===== config.mk =====
export PLATFORM = sky130hd
export DESIGN_NAME = tlul_sram_bridge
export DESIGN_NICKNAME = d
export VERILOG_FILES = /design/src/rtl/tlul_pkg.sv /design/src/rtl/tlul_sram_bridge_pkg.sv /design/src/rtl/tlul_bridge_rsp_fifo.sv /design/src/rtl/tlul_sram_bridge.sv
export SDC_FILE = /design/constraint.sdc
export NUM_CORES = 1
export LEC_CHECK = 0
export ABC_AREA = 1
export CORE_ASPECT_RATIO = 1.75
export CORE_MARGIN = 2
export CORE_UTILIZATION = 40
export CTS_BUF_LIST = sky130_fd_sc_hd__clkbuf_2 sky130_fd_sc_hd__clkbuf_4 sky130_fd_sc_hd__clkbuf_8
export DETAILED_ROUTE_END_ITERATION = 16
export PLACE_DENSITY = 0.68
export SYNTH_ARGS = -nofsm -noshare
export SYNTH_HDL_FRONTEND = slang
export SYNTH_HIERARCHICAL = 1
export SYNTH_SLANG_ARGS = --single-unit

===== constraint.sdc =====
create_clock -name clk_i -period 2.1 [get_ports clk_i]
set_input_delay 0.315 -clock clk_i [delete_from_list [all_inputs] [get_ports clk_i]]
set_output_delay 0.315 -clock clk_i [all_outputs]
set_load 0.005 [all_outputs]

===== src/rtl/tlul_pkg.sv =====
// TL-UL opcodes and the host/device channel bundles shared by TL-UL endpoints.
package tlul_pkg;

    localparam logic [2:0] PutFullData    = 3'h0;
    localparam logic [2:0] PutPartialData = 3'h1;
    localparam logic [2:0] Get            = 3'h4;
    localparam logic [2:0] AccessAck      = 3'h0;
    localparam logic [2:0] AccessAckData  = 3'h1;

    typedef struct packed {
        logic        a_valid;
        logic [2:0]  a_opcode;
        logic [1:0]  a_size;
        logic [7:0]  a_source;
        logic [31:0] a_address;
        logic [3:0]  a_mask;
        logic [31:0] a_data;
        logic        d_ready;
    } tl_h2d_t;

    typedef struct packed {
        logic        d_valid;
        logic [2:0]  d_opcode;
        logic [2:0]  d_param;
        logic [1:0]  d_size;
        logic [7:0]  d_source;
        logic        d_sink;
        logic [31:0] d_data;
        logic        d_user;
        logic        d_error;
        logic        a_ready;
    } tl_d2h_t;

endpackage


===== src/rtl/tlul_sram_bridge_pkg.sv =====
// Response-entry type, occupancy width and byte-mask helper for the TL-UL to SRAM bridge.
package tlul_sram_bridge_pkg;

    localparam int unsigned MaxDepth = 16;
    localparam int unsigned CntW     = $clog2(MaxDepth + 1);

    typedef struct packed {
        logic [2:0]  opcode;
        logic [7:0]  source;
        logic [1:0]  size;
        logic        error;
        logic [31:0] data;
    } rsp_entry_t;

    function automatic logic [31:0] expand_mask(input logic [3:0] m);
        logic [31:0] w;
        w = '0;
        for (int b = 0; b < 4; b++) begin
            w[8*b +: 8] = {8{m[b]}};
        end
        return w;
    endfunction

endpackage


===== src/rtl/tlul_bridge_rsp_fifo.sv =====
// Circular response buffer with occupancy count; synchronous active-low reset.
module tlul_bridge_rsp_fifo
    import tlul_sram_bridge_pkg::*;
#(
    parameter int unsigned Depth   = 4,
    parameter type         entry_t = rsp_entry_t
) (
    input  logic            clk_i,
    input  logic            rst_ni,
    input  logic            push_i,
    input  entry_t          push_data_i,
    input  logic            pop_i,
    output logic            valid_o,
    output entry_t          head_o,
    output logic [CntW-1:0] count_o
);

    localparam int unsigned     PtrW    = $clog2(Depth);
    localparam logic [PtrW-1:0] LastPtr = PtrW'(Depth - 1);

    entry_t          mem_q [Depth];
    logic [PtrW-1:0] wptr_q, wptr_d, rptr_q, rptr_d;
    logic [CntW-1:0] count_q, count_d;

    always_comb begin
        wptr_d  = wptr_q;
        rptr_d  = rptr_q;
        count_d = count_q;
        if (push_i) begin
            wptr_d = (wptr_q == LastPtr) ? '0 : wptr_q + PtrW'(1);
        end
        if (pop_i) begin
            rptr_d = (rptr_q == LastPtr) ? '0 : rptr_q + PtrW'(1);
        end
        if (push_i && !pop_i) begin
            count_d = count_q + CntW'(1);
        end else if (!push_i && pop_i) begin
            count_d = count_q - CntW'(1);
        end
    end

    always_ff @(posedge clk_i) begin
        if (!rst_ni) begin
            wptr_q  <= '0;
            rptr_q  <= '0;
            count_q <= '0;
        end else begin
            wptr_q  <= wptr_d;
            rptr_q  <= rptr_d;
            count_q <= count_d;
        end
    end

    always_ff @(posedge clk_i) begin
        if (push_i) begin
            mem_q[wptr_q] <= push_data_i;
        end
    end

    assign valid_o = (count_q != '0);
    assign head_o  = mem_q[rptr_q];
    assign count_o = count_q;

endmodule


===== src/rtl/tlul_sram_bridge.sv =====
// TL-UL device adapter onto a 1-cycle-latency SRAM; responses are returned in order
// through a small FIFO whose occupancy gates a_ready.
module tlul_sram_bridge
    import tlul_pkg::*;
    import tlul_sram_bridge_pkg::*;
#(
    parameter int unsigned AW    = 12,
    parameter int unsigned Depth = 4
) (
    input  logic          clk_i,
    input  logic          rst_ni,
    input  tl_h2d_t       tl_i,
    output tl_d2h_t       tl_o,
    output logic          req_o,
    output logic          we_o,
    output logic [AW-1:0] addr_o,
    output logic [31:0]   wdata_o,
    output logic [31:0]   wmask_o,
    input  logic [31:0]   rdata_i
);

    localparam logic [CntW-1:0] DepthC = CntW'(Depth);

    logic            a_ready, accept, err;
    logic [3:0]      full_mask;
    logic            bad_op, bad_size, misalign, bad_mask, bad_range;
    logic            pend_q, pend_rd_q, pend_rd_d;
    rsp_entry_t      pend_rsp_q, pend_rsp_d, push_entry, head;
    logic            fifo_valid, d_valid, pop;
    logic [CntW-1:0] fifo_count;

    always_comb begin
        case (tl_i.a_size)
            2'd0:    full_mask = 4'b0001 << tl_i.a_address[1:0];
            2'd1:    full_mask = 4'b0011 << {tl_i.a_address[1], 1'b0};
            default: full_mask = 4'b1111;
        endcase
        bad_op    = !(tl_i.a_opcode inside {PutFullData, PutPartialData, Get});
        bad_size  = (tl_i.a_size == 2'd3);
        misalign  = ((tl_i.a_size == 2'd1) && tl_i.a_address[0]) ||
                    ((tl_i.a_size == 2'd2) && (tl_i.a_address[1:0] != 2'b00));
        bad_mask  = (tl_i.a_opcode == PutFullData) && (tl_i.a_mask != full_mask);
        bad_range = ((tl_i.a_address >> (AW + 2)) != 32'h0);
        err       = bad_op | bad_size | misalign | bad_mask | bad_range;
    end

    // Occupancy counts the beat accepted last cycle that has not reached the FIFO yet.
    assign a_ready = rst_ni && ((fifo_count + CntW'(pend_q)) < DepthC);
    assign accept  = tl_i.a_valid && a_ready;

    assign req_o   = accept && !err;
    assign we_o    = req_o && (tl_i.a_opcode != Get);
    assign addr_o  = tl_i.a_address[AW+1:2];
    assign wdata_o = tl_i.a_data;
    assign wmask_o = expand_mask(tl_i.a_mask);

    always_comb begin
        pend_rsp_d        = '0;
        pend_rsp_d.opcode = (tl_i.a_opcode == Get) ? AccessAckData : AccessAck;
        pend_rsp_d.source = tl_i.a_source;
        pend_rsp_d.size   = tl_i.a_size;
        pend_rsp_d.error  = err;
        pend_rd_d         = accept && !err && (tl_i.a_opcode == Get);
    end

    always_ff @(posedge clk_i) begin
        if (!rst_ni) begin
            pend_q     <= 1'b0;
            pend_rd_q  <= 1'b0;
            pend_rsp_q <= '0;
        end else begin
            pend_q     <= accept;
            pend_rd_q  <= pend_rd_d;
            pend_rsp_q <= pend_rsp_d;
        end
    end

    always_comb begin
        push_entry      = pend_rsp_q;
        push_entry.data = pend_rd_q ? rdata_i : 32'h0;
    end

    tlul_bridge_rsp_fifo #(
        .Depth   (Depth),
        .entry_t (rsp_entry_t)
    ) u_rsp_fifo (
        .clk_i       (clk_i),
        .rst_ni      (rst_ni),
        .push_i      (pend_q),
        .push_data_i (push_entry),
        .pop_i       (pop),
        .valid_o     (fifo_valid),
        .head_o      (head),
        .count_o     (fifo_count)
    );

    assign d_valid = rst_ni && fifo_valid;
    assign pop     = d_valid && tl_i.d_ready;

    always_comb begin
        tl_o         = '0;
        tl_o.a_ready = a_ready;
        if (d_valid) begin
            tl_o.d_valid  = 1'b1;
            tl_o.d_opcode = head.opcode;
            tl_o.d_size   = head.size;
            tl_o.d_source = head.source;
            tl_o.d_data   = head.data;
            tl_o.d_error  = head.error;
        end
    end

endmodule


# --- Word-level counts from Yosys, hierarchy flattened ---
# Memory sizes are Yosys's and may differ from the RTL's. A register that Yosys moved wholly into a read port is not among the register bits.
# Cells that the tools add are included.
classes:
  addsub: 5
  order_cmp: 1
  eq_ne: 9
  shift: 2
  n_mux: 15
  bitwise_logic: 4
  reduce_logical: 24
ops:
  columns: ["cell", "n"]
  rows:
  - ["$mux W32", 2]
  - ["$reduce_bool A32 Y1", 1]
  - ["$logic_and A1 B1 Y1", 12]
  - ["$mux W10", 1]
  - ["$mux W5", 2]
  - ["$eq A2 B2 Y1 const B", 4]
  - ["$mux W2", 4]
  - ["$pmux W4 S2", 1]
  - ["$add A5 B1 Y5", 1]
  - ["$add A5 B1 Y5 const B", 1]
  - ["$lt A5 B3 Y1 const B", 1]
  - ["$reduce_bool A5 Y1", 1]
  - ["$sub A5 B1 Y5 const B", 1]
  - ["$add A2 B1 Y2 const B", 2]
  - ["$logic_not A1 Y1", 4]
  - ["$mux W1", 4]
  - ["$mux W4", 1]
  - ["$ne A4 B4 Y1", 1]
  - ["$or A1 B1 Y1", 4]
  - ["$reduce_bool A2 Y1", 2]
  - ["$shl A1 B2 Y4 const A", 1]
  - ["$shl A2 B2 Y4 const A", 1]
  - ["$eq A3 B1 Y1 const B", 1]
  - ["$eq A3 B3 Y1 const B", 1]
  - ["other kinds (6)", 6]
totals:
  ff_bits: 25
  ram_bits: 184
  input_bits: 117
  n_memories: 1
mem_list:
  columns: ["name", "words", "width", "read_ports", "rd_clocked_by_memory_dff", "write_ports", "line_no", "source"]
  rows:
  - ["u_rsp_fifo.mem_q", 4, 46, 1, 1, 1, "tlul_bridge_rsp_fifo.sv:21", "entry_t mem_q [Depth];"]

# --- Longest topological paths before layout ---
# Gate-level depths: netlist of run 1.
depth:
  word_depth: 10
  mapped_depth: 16

# --- Modules after synthesis ---
# The synthesis of run 1 kept the hierarchy.
modules_own_cells:
  columns: ["module", "n_inst", "cells_per_inst", "area_per_inst_um2", "seq_area_each_um2"]
  rows:
  - ["tlul_bridge_rsp_fifo", 1, 533, 7460.9, 5745.5]
  - ["tlul_sram_bridge", 1, 355, 1923.1, 280.3]

# --- Worst setup path after synthesis of run 1 ---
# OpenSTA, ideal clock, no wires.
synth_timing:
  path_type: "register to register"
  from: "register u_rsp_fifo.count_q[0] (netlist: u_rsp_fifo/count_o[0])"
  to: "register u_rsp_fifo.count_q[4] (netlist: u_rsp_fifo/count_o[4])"
  setup_ns: 0.109
  arrival_ns: 2.011
  t_required_ns: 1.991
  setup_slack_ns: -0.020
  stages_incl_launch_ff: 15
  path_buffers: 1
  synth_period_minus_slack_ns: 2.120
  path_cell_list: "dfxtp_1 nor3_1 nand3_1 nand2_1 buf_2 nor2_1 inv_1 ha_1 inv_1 ha_1 or2_1 nand3_1 nand3_1 nand2_1 inv_1"
synth_between:
  elab_chain_cells: 6
  word_cells_on_any_way: 11
  cone_classes: "add/sub: 2; mux: 2; reduce/logical: 7"
synth_rtl:
  columns: ["item", "line_no", "source"]
  rows:
  - ["start, declared", "tlul_bridge_rsp_fifo.sv:23", "logic [CntW-1:0] count_q, count_d;"]
  - ["start signal, assigned", "tlul_bridge_rsp_fifo.sv:50", "count_q <= count_d;"]
  - ["$reduce_bool A5 Y1 (*)", "tlul_bridge_rsp_fifo.sv:60", "assign valid_o = (count_q != '0);"]
  - ["net fifo_valid", "tlul_sram_bridge.sv:29", "logic fifo_valid, d_valid, pop;"]
  - ["$logic_and A1 B1 Y1 (*)", "tlul_sram_bridge.sv:97", "assign d_valid = rst_ni && fifo_valid;"]
  - ["$logic_and A1 B1 Y1 (*)", "tlul_sram_bridge.sv:98", "assign pop = d_valid && tl_i.d_ready;"]
  - ["net pop", "tlul_sram_bridge.sv:29", null]
  - ["$logic_not A1 Y1", "tlul_bridge_rsp_fifo.sv:35", "if (push_i && !pop_i) begin"]
  - ["$logic_and A1 B1 Y1", "tlul_bridge_rsp_fifo.sv:35", null]
  - ["$mux W5 / $reduce_bool A2 Y1 (equally long branches)", null, null]
# Mark *: on every way through the listed nets, which the timed path passes. The rest lies on a longest branch. The select of a mux whose other input is x is not followed.
# A chain may end at the register's enable or synchronous reset.

==> flow_summary_export.csv, run 1 <==
group,metric,value,unit
run_status,outcome,"complete, but fails checks",
run_status,violations,"setup timing",
place,hpwlAfterDp,12990,um
sta,timing.final.crit_share,106.6,%
routing,dr_total_vias,6862,
routing,drt_iter0_markers,433,
floorplanning,start_util,40.38,%
sta,finalSetupViolations,51,
global_route,overflow,0,
sta,rsz0062_at_grt,"yes",
place,placed_cell_area,0.01099,sq mm
critical_path,critPathArrivalTime,1920,ps
critical_path,start_kind,"register",
finish,final_nets,1214,
floorplanning,io_pins,248,
clock_network,hold_buffers,0,
place,gp_congestion,0.7727,
synth,ys_seq_area_share,64.21,%
global_route,grt_pass1_vias,6590,
critical_path,crit_type,"register to primary output",
pwr,p_per_area,1094,mW/mm^2
routing,drcViolationCount,0,
pwr,clkPwrFrac,22.7,%
pwr,ir_drop,0.5153,mV
critical_path,crit_required,1780,ps
synth,ys_warn_count,6,
global_route,grt_start_max_net_pins,47,
finish,drive_gt1_share,30.66,%
synth,synth_area_per_cell,10.57,sq um
synth,synth_cell_types,31,
pwr,pwr-share-comb,42.2,%
clock_network,cts_buffers,29,
critical_path,crit_path_end_kind,"primary output",
clock_network,clkTransAtPathRegs,60,ps
sta,fmax,446.5,MHz
routing,ant_nets,0,
floorplanning,die_w,119.8,um
critical_path,critical_path.max_fanout,8,
sta,final.min_clock_period,2240,ps
synth,synth_edf_count,184,
floorplanning,num_rows,74,
routing,top_layer_used,"met4",
routing,route.met2.wl,13540,um
clock_network,cts_max_level,1,
routing,drt-met1-wl,8740,um
clock_network,cts-root-to-sink-buffers,3,
sta,fin_skew,13.06,ps
pwr,p_leak,5.707,nW
routing,wl_per_cell,17.39,um
sta,fin_ws,-139.6,ps
routing,wl_met3,1329,um
synth,synth_area,0.009384,sq mm
flow_run,maxCapViolations,0,
pwr,seqPwrFrac,35.0,%
pwr,p_int,9.676,mW
synth,ys.flop_type,"edfxtp_1",
synth,async_reset_ff_share,0,%
global_route,gr-usage-all-layers,18.44,%
global_route,grt_first_pass_wirelength,34920,um
pwr,sw_frac_of_total,32.17,%
floorplanning,chipHeight,206.6,um
sta,drv_slew,0,
finish,stdcell_area,0.01304,sq mm
pwr,netSwitchingPower,4.589,mW
sta,setup_tns,-2938,ps
clock_network,clk_latency,540,ps
floorplanning,core_area,0.02324,sq mm
finish,antenna_cells,0,
synth,synth-seq-cells,209,
routing,wl,24570,um
global_route,antenna_found_initial,0,
clock_network,cts.sinks,209,
synth,syn_inst,888,
finish,syn2layout_area_growth,38.91,%
clock_network,cts_root_buf,"clkbuf_8",
hold_path,min_path_type,"primary input to register",
clock_network,cts_tree,"done",
routing,drtPass1Iterations,4,
floorplanning,fp.dieArea,0.02475,sq mm
sta,hold_viol_final,0,
place,port_buffers,154,
routing,drt-vias-per-instance,4.856,
final timing paths:
check	startpoint	end	slack, ps	depth (start not counted)
max reg2reg	u_rsp_fifo/count_o[1]	u_rsp_fifo/count_o[2]	-130	14
min	tl_i[77]	pend_rsp_q[33]	260	4
min reg2reg	pend_rsp_q[38]	u_rsp_fifo/mem_q[0][38]	460	0
max	register	tl_o[1]	-140	9
logic make-up (layout without fill, tap and decap cells):
family,count (synthesis),after routing,share of synthesized area (%)
adders and majority gates,10,10,1.413
buffers and inverters,242,451,13.95
other,1,13,0.03996
xor gates and xnor gates,1,1,0.09335
and+or+nand+nor,269,269,11.31
DFF,209,209,64.21
AOI/OAI and AO/OA,156,156,8.987
per-stage QoR:
| stage | setup slack, ps | hold WS, ps | power [mW] | instances | utilization (%) |
|---|---|---|---|---|---|
| 3_5_place_dp | -397.0 | 456.4 | 8.988 | 1285 | 47.29 |
| 4_1_cts | -469.5 | 277.0 | 13.53 | 1379 | 53.30 |
| 5_1_grt | -251.1 | 271.5 | 15.00 | 1413 | 56.09 |
| 2_1_floorplan | 17.26 | 412.6 | 7.231 | 900 | - |
| 6_report | -139.6 | 258.2 | 14.27 | 1413 | 56.09 |
| 3_3_place_gp | -363.5 | 449.1 | 8.934 | 1285 | 47.29 |
registers in the layout (all words and copies together) (netlist names), named ones only:
signal              cells
u_rsp_fifo/mem_q      184
pend_rsp_q             12
u_rsp_fifo/count_o      5
u_rsp_fifo/rptr_q       2
u_rsp_fifo/wptr_q       2
pend_q                  1
pend_rd_q               1
repair_timing:
item                                    CTS  global route
resized for setup                       206           209
pin swaps                                42            71
buffers inserted                         34            41
endpoints found under the setup margin   52            54
cloned                                   10             7
metal layers:
layer  global-route usage (%)  up-vias
met1                    18.57     3285
li1                         -     3265
met4                    7.395        0
met5                        0        -
met3                    2.912       60
met2                    37.04      252
power groups by stage:
stage          combinational (mW)  clock, mW  sequential, mW
3_3_place_gp                 3.91          0            5.02
6_report                     6.02       3.24            5.00
3_5_place_dp                 3.96          0            5.03
2_1_floorplan                2.20          0            5.03
4_1_cts                      5.26       3.30            4.97
5_1_grt                      6.48       3.50            5.02
layout by cell type, fill, tap and decap left out, types with 31 or more instances in the layout:
master and n:
inv_1 107, buf_6 34, clkbuf_8 33, o21ai_1 37, nor2_1 126, nand2_1 75, edfxtp_1 184, o22ai_1 34
buf_4 40, clkdlybuf4s50_1 101, o21ai_0 31
area by class of cell:
cell class / instances / area (sq um)
fillers: 1918 / 10200
inverters: 121 / 471.7
multi-input cells: 449 / 2525
clock inverters: 16 / 131.4
repair inverters: 1 / 16.27
well taps: 304 / 380.4
clock buffers: 37 / 484.2
repair buffers: 276 / 2988
flip-flops and latches: 209 / 6038
synth_stat cells (all sizes together) (2+ instances only):
| cell | instances | area (sq um) |
|---|---|---|
| nor3 | 5 | 25.02 |
| nor2 | 162 | 610.6 |
| nand2 | 84 | 320.3 |
| clkbuf | 17 | 63.81 |
| buf | 104 | 790.8 |
| nand3 | 12 | 65.06 |
| or2 | 2 | 12.51 |
| ha | 9 | 112.6 |
| o22ai | 46 | 287.8 |
| a21oi | 8 | 40.04 |
| dfxtp | 25 | 500.5 |
| inv | 120 | 450.4 |
| edfxtp | 184 | 5525 |
| nand3b | 2 | 15.01 |
| o21ai | 100 | 500.5 |
critical path: stages, from the launching register on:
cell	delay (ps)
dfxtp_4	420
buf_8	160
clkinv_8	90
buf_12	150
buf_4	140
o21ai_4	130
o22ai_2	80
inv_1	70
nor2_1	50
clkbuf_2	100
Power figures use the tool's default switching activity.
==> run 2, diff against run 1 <==
TNS_END_PERCENT = 30   (was unset)
==> flow_summary_export.csv, run 2 (synthesis results as in run 1) <==
group,metric,value,unit
run_status,outcome,"complete, but fails checks",
run_status,violations,"setup timing",
critical_path,critPathArrivalTime,1950,ps
sta,finalSetupViolations,47,
hold_path,min_path_type,"primary input to register",
routing,drt-vias-per-instance,4.832,
routing,drcViolationCount,0,
pwr,sw_frac_of_total,31.71,%
global_route,gr-usage-all-layers,17.60,%
clock_network,clkTransAtPathRegs,60,ps
routing,drt_iter0_markers,423,
pwr,netSwitchingPower,4.313,mW
sta,timing.final.crit_share,108.1,%
place,dp.cells,1285,
finish,largest_reg_flops,184,
place,gp_congestion,0.7727,
clock_network,clk_latency,540,ps
place,port_buffers,154,
finish,final_cell_mix,"edfxtp_1, nor2_1, inv_1, clkdlybuf4s50_1, nand2_1",
clock_network,cts-root-to-sink-buffers,3,
floorplanning,num_rows,74,
floorplanning,fp.dieArea,0.02475,sq mm
pwr,seqPwrFrac,36.8,%
clock_network,cts.sinks,209,
pwr,clkPwrFrac,23.8,%
place,hpwlAfterDp,12990,um
finish,final_common_cell,"edfxtp_1",
floorplanning,start_util,40.38,%
sta,drv_slew,0,
critical_path,r2r_end,"u_rsp_fifo/count_o[4]",
critical_path,critical_path.max_fanout,6,
global_route,grt_pass1_vias,6474,
pwr,power,13.60,mW
routing,wl_per_cell,17.01,um
sta,fin_skew,20.39,ps
flow_run,maxCapViolations,0,
global_route,antenna_found_initial,0,
sta,fin_ws,-169.7,ps
global_route,grt_first_pass_wirelength,33590,um
pwr,ir_drop,0.5617,mV
finish,final_nets,1189,
critical_path,crit_path_end_kind,"primary output",
critical_path,crit_type,"register to primary output",
hold_path,holdPathEnd,"pend_rsp_q[42]",
floorplanning,core_area,0.02324,sq mm
sta,rsz0062_at_grt,"yes",
pwr,p_per_area,1083,mW/mm^2
hold_path,worstHoldStart,"tl_i[76]",
finish,drive_gt1_share,25.18,%
pwr,p_leak,5.530,nW
critical_path,crit_required,1780,ps
critical_path,reg2reg_depth,16,
critical_path,ff2ff_setup_slack,-100,ps
clock_network,hold_buffers,0,
hold_path,worstHoldPathCells,3,
routing,ant_nets,0,
critical_path,r2r-start,"u_rsp_fifo/count_o[1]",
pwr,p_int,9.290,mW
clock_network,cts_buffers,29,
routing,drtPass1Iterations,5,
sta,final.min_clock_period,2270,ps
clock_network,cts_tree,"done",
finish,syn2layout_area_growth,33.81,%
routing,dr_total_vias,6707,
clock_network,cts_root_buf,"clkbuf_8",
global_route,grt_start_max_net_pins,47,
critical_path,start_kind,"register",
floorplanning,io_pins,248,
global_route,overflow,0,
finish,top_register,"u_rsp_fifo/mem_q",
clock_network,cts_max_level,1,
routing,wl,23610,um
pwr,pwr-share-comb,39.4,%
floorplanning,die_w,119.8,um
sta,hold_viol_final,0,
finish,antenna_cells,0,
sta,fmax,440.6,MHz
floorplanning,chipHeight,206.6,um
finish,final_cells,1388,
run 2: cell count changes in the layout (fill, tap and decap cells not counted), moves of 4 or more:
cell	previous run	this run
buf_6	34	16
nor2_4	8	3
nor2_1	126	146
o21ai_0	31	35
buf_8	11	4
nand2_1	75	79
o21ai_1	37	42
o21ai_2	29	23
nor2_2	28	13
nand2_2	8	4
run 2: stage by stage:
| step | instance area (sq um) | setup WS, ps | setup TNS [ps] | hold slack (ps) | util [%] |
|---|---|---|---|---|---|
| 2_1_floorplan | 9432 | 17.26 | 0 | 412.6 | - |
| 3_3_place_gp | 10990 | -363.5 | -7902 | 449.1 | 47.29 |
| 3_5_place_dp | 10990 | -397.0 | -7886 | 456.4 | 47.29 |
| 4_1_cts | 11940 | -469.5 | -16110 | 277.0 | 51.39 |
| 5_1_grt | 12560 | -254.4 | -9644 | 297.7 | 54.03 |
| 6_report | 12560 | -169.7 | -4003 | 307.5 | 54.03 |
run 2: worst max-delay path by stage:
stage	endpoint	slack (ps)	cells past startpoint
after floorplan	u_rsp_fifo/count_o[4]	20	14
after global placement	we_o	-360	7
after detailed placement	we_o	-400	7
after CTS	tl_o[38]	-470	7
after global routing	tl_o[40]	-250	10
final	tl_o[36]	-170	9
run 2: cell type report:
type | count | area [sq um]
fillers | 1963 | 10680
flip-flops and latches | 209 | 6042
repair buffers | 252 | 2704
multi-input cells | 449 | 2346
clock buffers | 37 | 484.2
inverters | 121 | 469.2
well taps | 304 | 380.4
clock inverters | 16 | 131.4
run 2: metal layers:
metal | track usage [%] | wire length (um)
met5 | 0 | 0
met4 | 7.227 | 917
met2 | 35.18 | 12960
met1 | 17.63 | 8270
met3 | 3.077 | 1462
run 2: power groups by stage:
stage / Sequential, mW / Clock (mW) / Combinational, mW
finish: 5.00 / 3.24 / 5.37
global route: 5.03 / 3.50 / 5.82
floorplan: 5.03 / 0 / 2.20
global placement: 5.02 / 0 / 3.91
CTS: 4.96 / 3.30 / 4.61
detailed placement: 5.03 / 0 / 3.96
run 2: worst max-delay path, cell delays in order (launching register included):
cell and delay [ps]:
dfxtp_4 420, buf_12 140, buf_12 110, buf_16 120
buf_6 110, o21ai_1 70, o22ai_1 180, inv_1 50
nor2_1 90, buf_2 120
run 2: timing repair:
item                                    in CTS  in global routing
resized for setup                           77                218
endpoints found under the setup margin      52                 54
pin swaps                                    6                 84
buffers inserted                             7                 30
cloned                                       6                  7
==> run 3, diff against run 2 <==
DONT_BUFFER_PORTS = 1   (was unset)
PLACE_DENSITY = 0.51   (was 0.68)
clock period = 2.35 ns   (was 2.1 ns; I/O delays follow)
==> flow_summary_export.csv, run 3 (synthesis results as in run 1) <==
group,metric,value,unit
run_status,outcome,"complete, no violations",
clock_network,cts_tree,"done",
sta,final.min_clock_period,2199,ps
clock_network,cts_max_level,1,
finish,final_util,44.11,%
critical_path,cp_cell_sequence,"nor3_1, nand3_1, nand2_2, clkbuf_8, nor2_1",
clock_network,clkTransAtPathRegs,60,ps
clock_network,cts.sinks,209,
sta,fmax,454.8,MHz
sta,worst_slew_pin_slew,736.2,ps
critical_path,crit_path_end_kind,"primary output",
pwr,netSwitchingPower,3.114,mW
finish,nFillCells,2225,
critical_path,crit_type,"register to primary output",
pwr,pwr-share-comb,25.5,%
sta,drv_slew,0,
sta,timing.final.crit_share,93.57,%
finish,drive_gt1_share,11.09,%
global_route,overflow,0,
routing,drtPass1Iterations,6,
hold_path,min_path_type,"primary input to register",
floorplanning,start_util,40.38,%
critical_path,crit_buf_inv,1,
floorplanning,core_area,0.02324,sq mm
pwr,seqPwrFrac,45.1,%
routing,drt_iter0_markers,195,
finish,final_cell_mix,"edfxtp_1, nor2_1, inv_1, nand2_1, o21ai_0",
floorplanning,io_pins,248,
floorplanning,num_rows,74,
pwr,sw_frac_of_total,31.49,%
global_route,gr-usage-all-layers,16.76,%
routing,dr_total_vias,5802,
pwr,p_int,6.776,mW
global_route,grt_pass1_vias,5883,
critical_path,cpPeakStageDelay,370,ps
sta,setup_tns,0,ps
critical_path,critPathArrivalTime,1850,ps
finish,final_common_cell,"edfxtp_1",
pwr,p_leak,4.387,nW
finish,final_nets,997,
flow_run,maxCapViolations,0,
sta,rsz0062_at_grt,"yes",
critical_path,start_kind,"register",
clock_network,cts_root_buf,"clkbuf_8",
critical_path,critical_path.max_fanout,47,
critical_path,cp_top_family,"simple AND/OR/NAND/NOR gates",
global_route,antenna_found_initial,0,
floorplanning,fp.dieArea,0.02475,sq mm
place,gp_congestion,0.7630,
global_route,grt_first_pass_wirelength,31240,um
finish,syn2layout_area_growth,9.240,%
sta,slew_headroom,50.92,%
routing,drt-vias-per-instance,4.847,
global_route,grt_start_max_net_pins,49,
routing,ant_nets,0,
sta,fin_skew,13.46,ps
routing,drcViolationCount,0,
routing,wl_per_cell,17.37,um
floorplanning,chipHeight,206.6,um
routing,wl,20800,um
clock_network,clk_latency,570,ps
finish,largest_reg_flops,184,
pwr,ir_drop,0.4386,mV
clock_network,cts-root-to-sink-buffers,3,
clock_network,cts_buffers,30,
critical_path,crit_required,2000,ps
pwr,clkPwrFrac,29.3,%
place,hpwlAfterDp,12560,um
sta,hold_viol_final,0,
pwr,p_per_area,964.8,mW/mm^2
finish,antenna_cells,0,
place,port_buffers,0,
floorplanning,die_w,119.8,um
critical_path,slowest_stage,"dfxtp_4",
pwr,power,9.890,mW
finish,top_register,"u_rsp_fifo/mem_q",
sta,finalSetupViolations,0,
[run 3: cell count changes in the layout (fill, tap and decap cells not counted), sizes merged]
cell	previous run	this run
clkinv	13	5
dlygate4sd3	0	37
clkbuf	61	52
inv	121	120
buf	121	21
clkdlybuf4s15	1	0
clkinvlp	1	0
bufinv	2	0
clkdlybuf4s50	104	0
dlymetal6s2s	2	0
[run 3: path summary, 6_finish.rpt]
check,startpoint,endpoint,slack (ps),depth (start not counted)
max reg2reg,u_rsp_fifo/count_o[0],u_rsp_fifo/count_o[4],190,13
max,u_rsp_fifo/count_o[0],tl_o[17],150,5
min,rdata_i[4],u_rsp_fifo/mem_q[1][4],40,2
min reg2reg,pend_rsp_q[41],u_rsp_fifo/mem_q[1][41],480,0
[run 3: final cells by class]
class | instances | area (sq um) | share of cell area (%)
flip-flops and latches | 209 | 6037 | 58.89
inverters | 121 | 461.7 | 4.504
repair buffers | 59 | 635.6 | 6.200
well taps | 304 | 380.4 | 3.710
clock buffers | 51 | 601.8 | 5.871
clock inverters | 4 | 18.77 | 0.1831
multi-input cells | 449 | 2116 | 20.64
[run 3: repair_timing]
item,CTS,global route
endpoints found under the hold margin,76,0
gates cloned,0,0
hold buffers,37,0
resized for setup,7,11
endpoints found under the setup margin,48,18
buffers inserted,1,2
[run 3: layer usage]
layer	share of wire, %	track usage, %	wire, um	up-vias
met5	0	0	0	-
met4	3.7	8.109	779	0
met3	5.8	3.956	1204	55
met2	54	32.59	11320	202
met1	36	16.37	7491	2722
li1	-	-	-	2823
[run 3: through the flow]
step	hold WS, ps	cells	cell area (sq um)	worst slack, ps
detailed placement	457.1	1102	9183	205.7
global placement	455.1	1102	9183	224.0
global route	7.906	1197	10250	-36.12
floorplan	438.3	900	9429	230.5
CTS	1.153	1195	10200	4.290
finish	40.20	1197	10250	151.2
[run 3: power groups by stage]
| stage | logic (mW) | clock network, mW | registers [mW] |
|---|---|---|---|
| 2_1_floorplan | 1.96 | 0 | 4.49 |
| 3_3_place_gp | 2.45 | 0 | 4.54 |
| 3_5_place_dp | 2.46 | 0 | 4.55 |
| 4_1_cts | 2.56 | 3.01 | 4.47 |
| 5_1_grt | 2.92 | 3.16 | 4.50 |
| 6_report | 2.53 | 2.90 | 4.47 |
[run 3: worst register-to-register path: stages (launching register included)]
cell	delay, ps
dfxtp_4	370
nor3_1	230
nand3_1	120
nand2_2	80
nor2_1	50
inv_1	100
ha_1	180
inv_1	110
ha_1	330
or2_1	250
nand3_1	80
nand3_1	80
nand2_1	60
inv_1	30
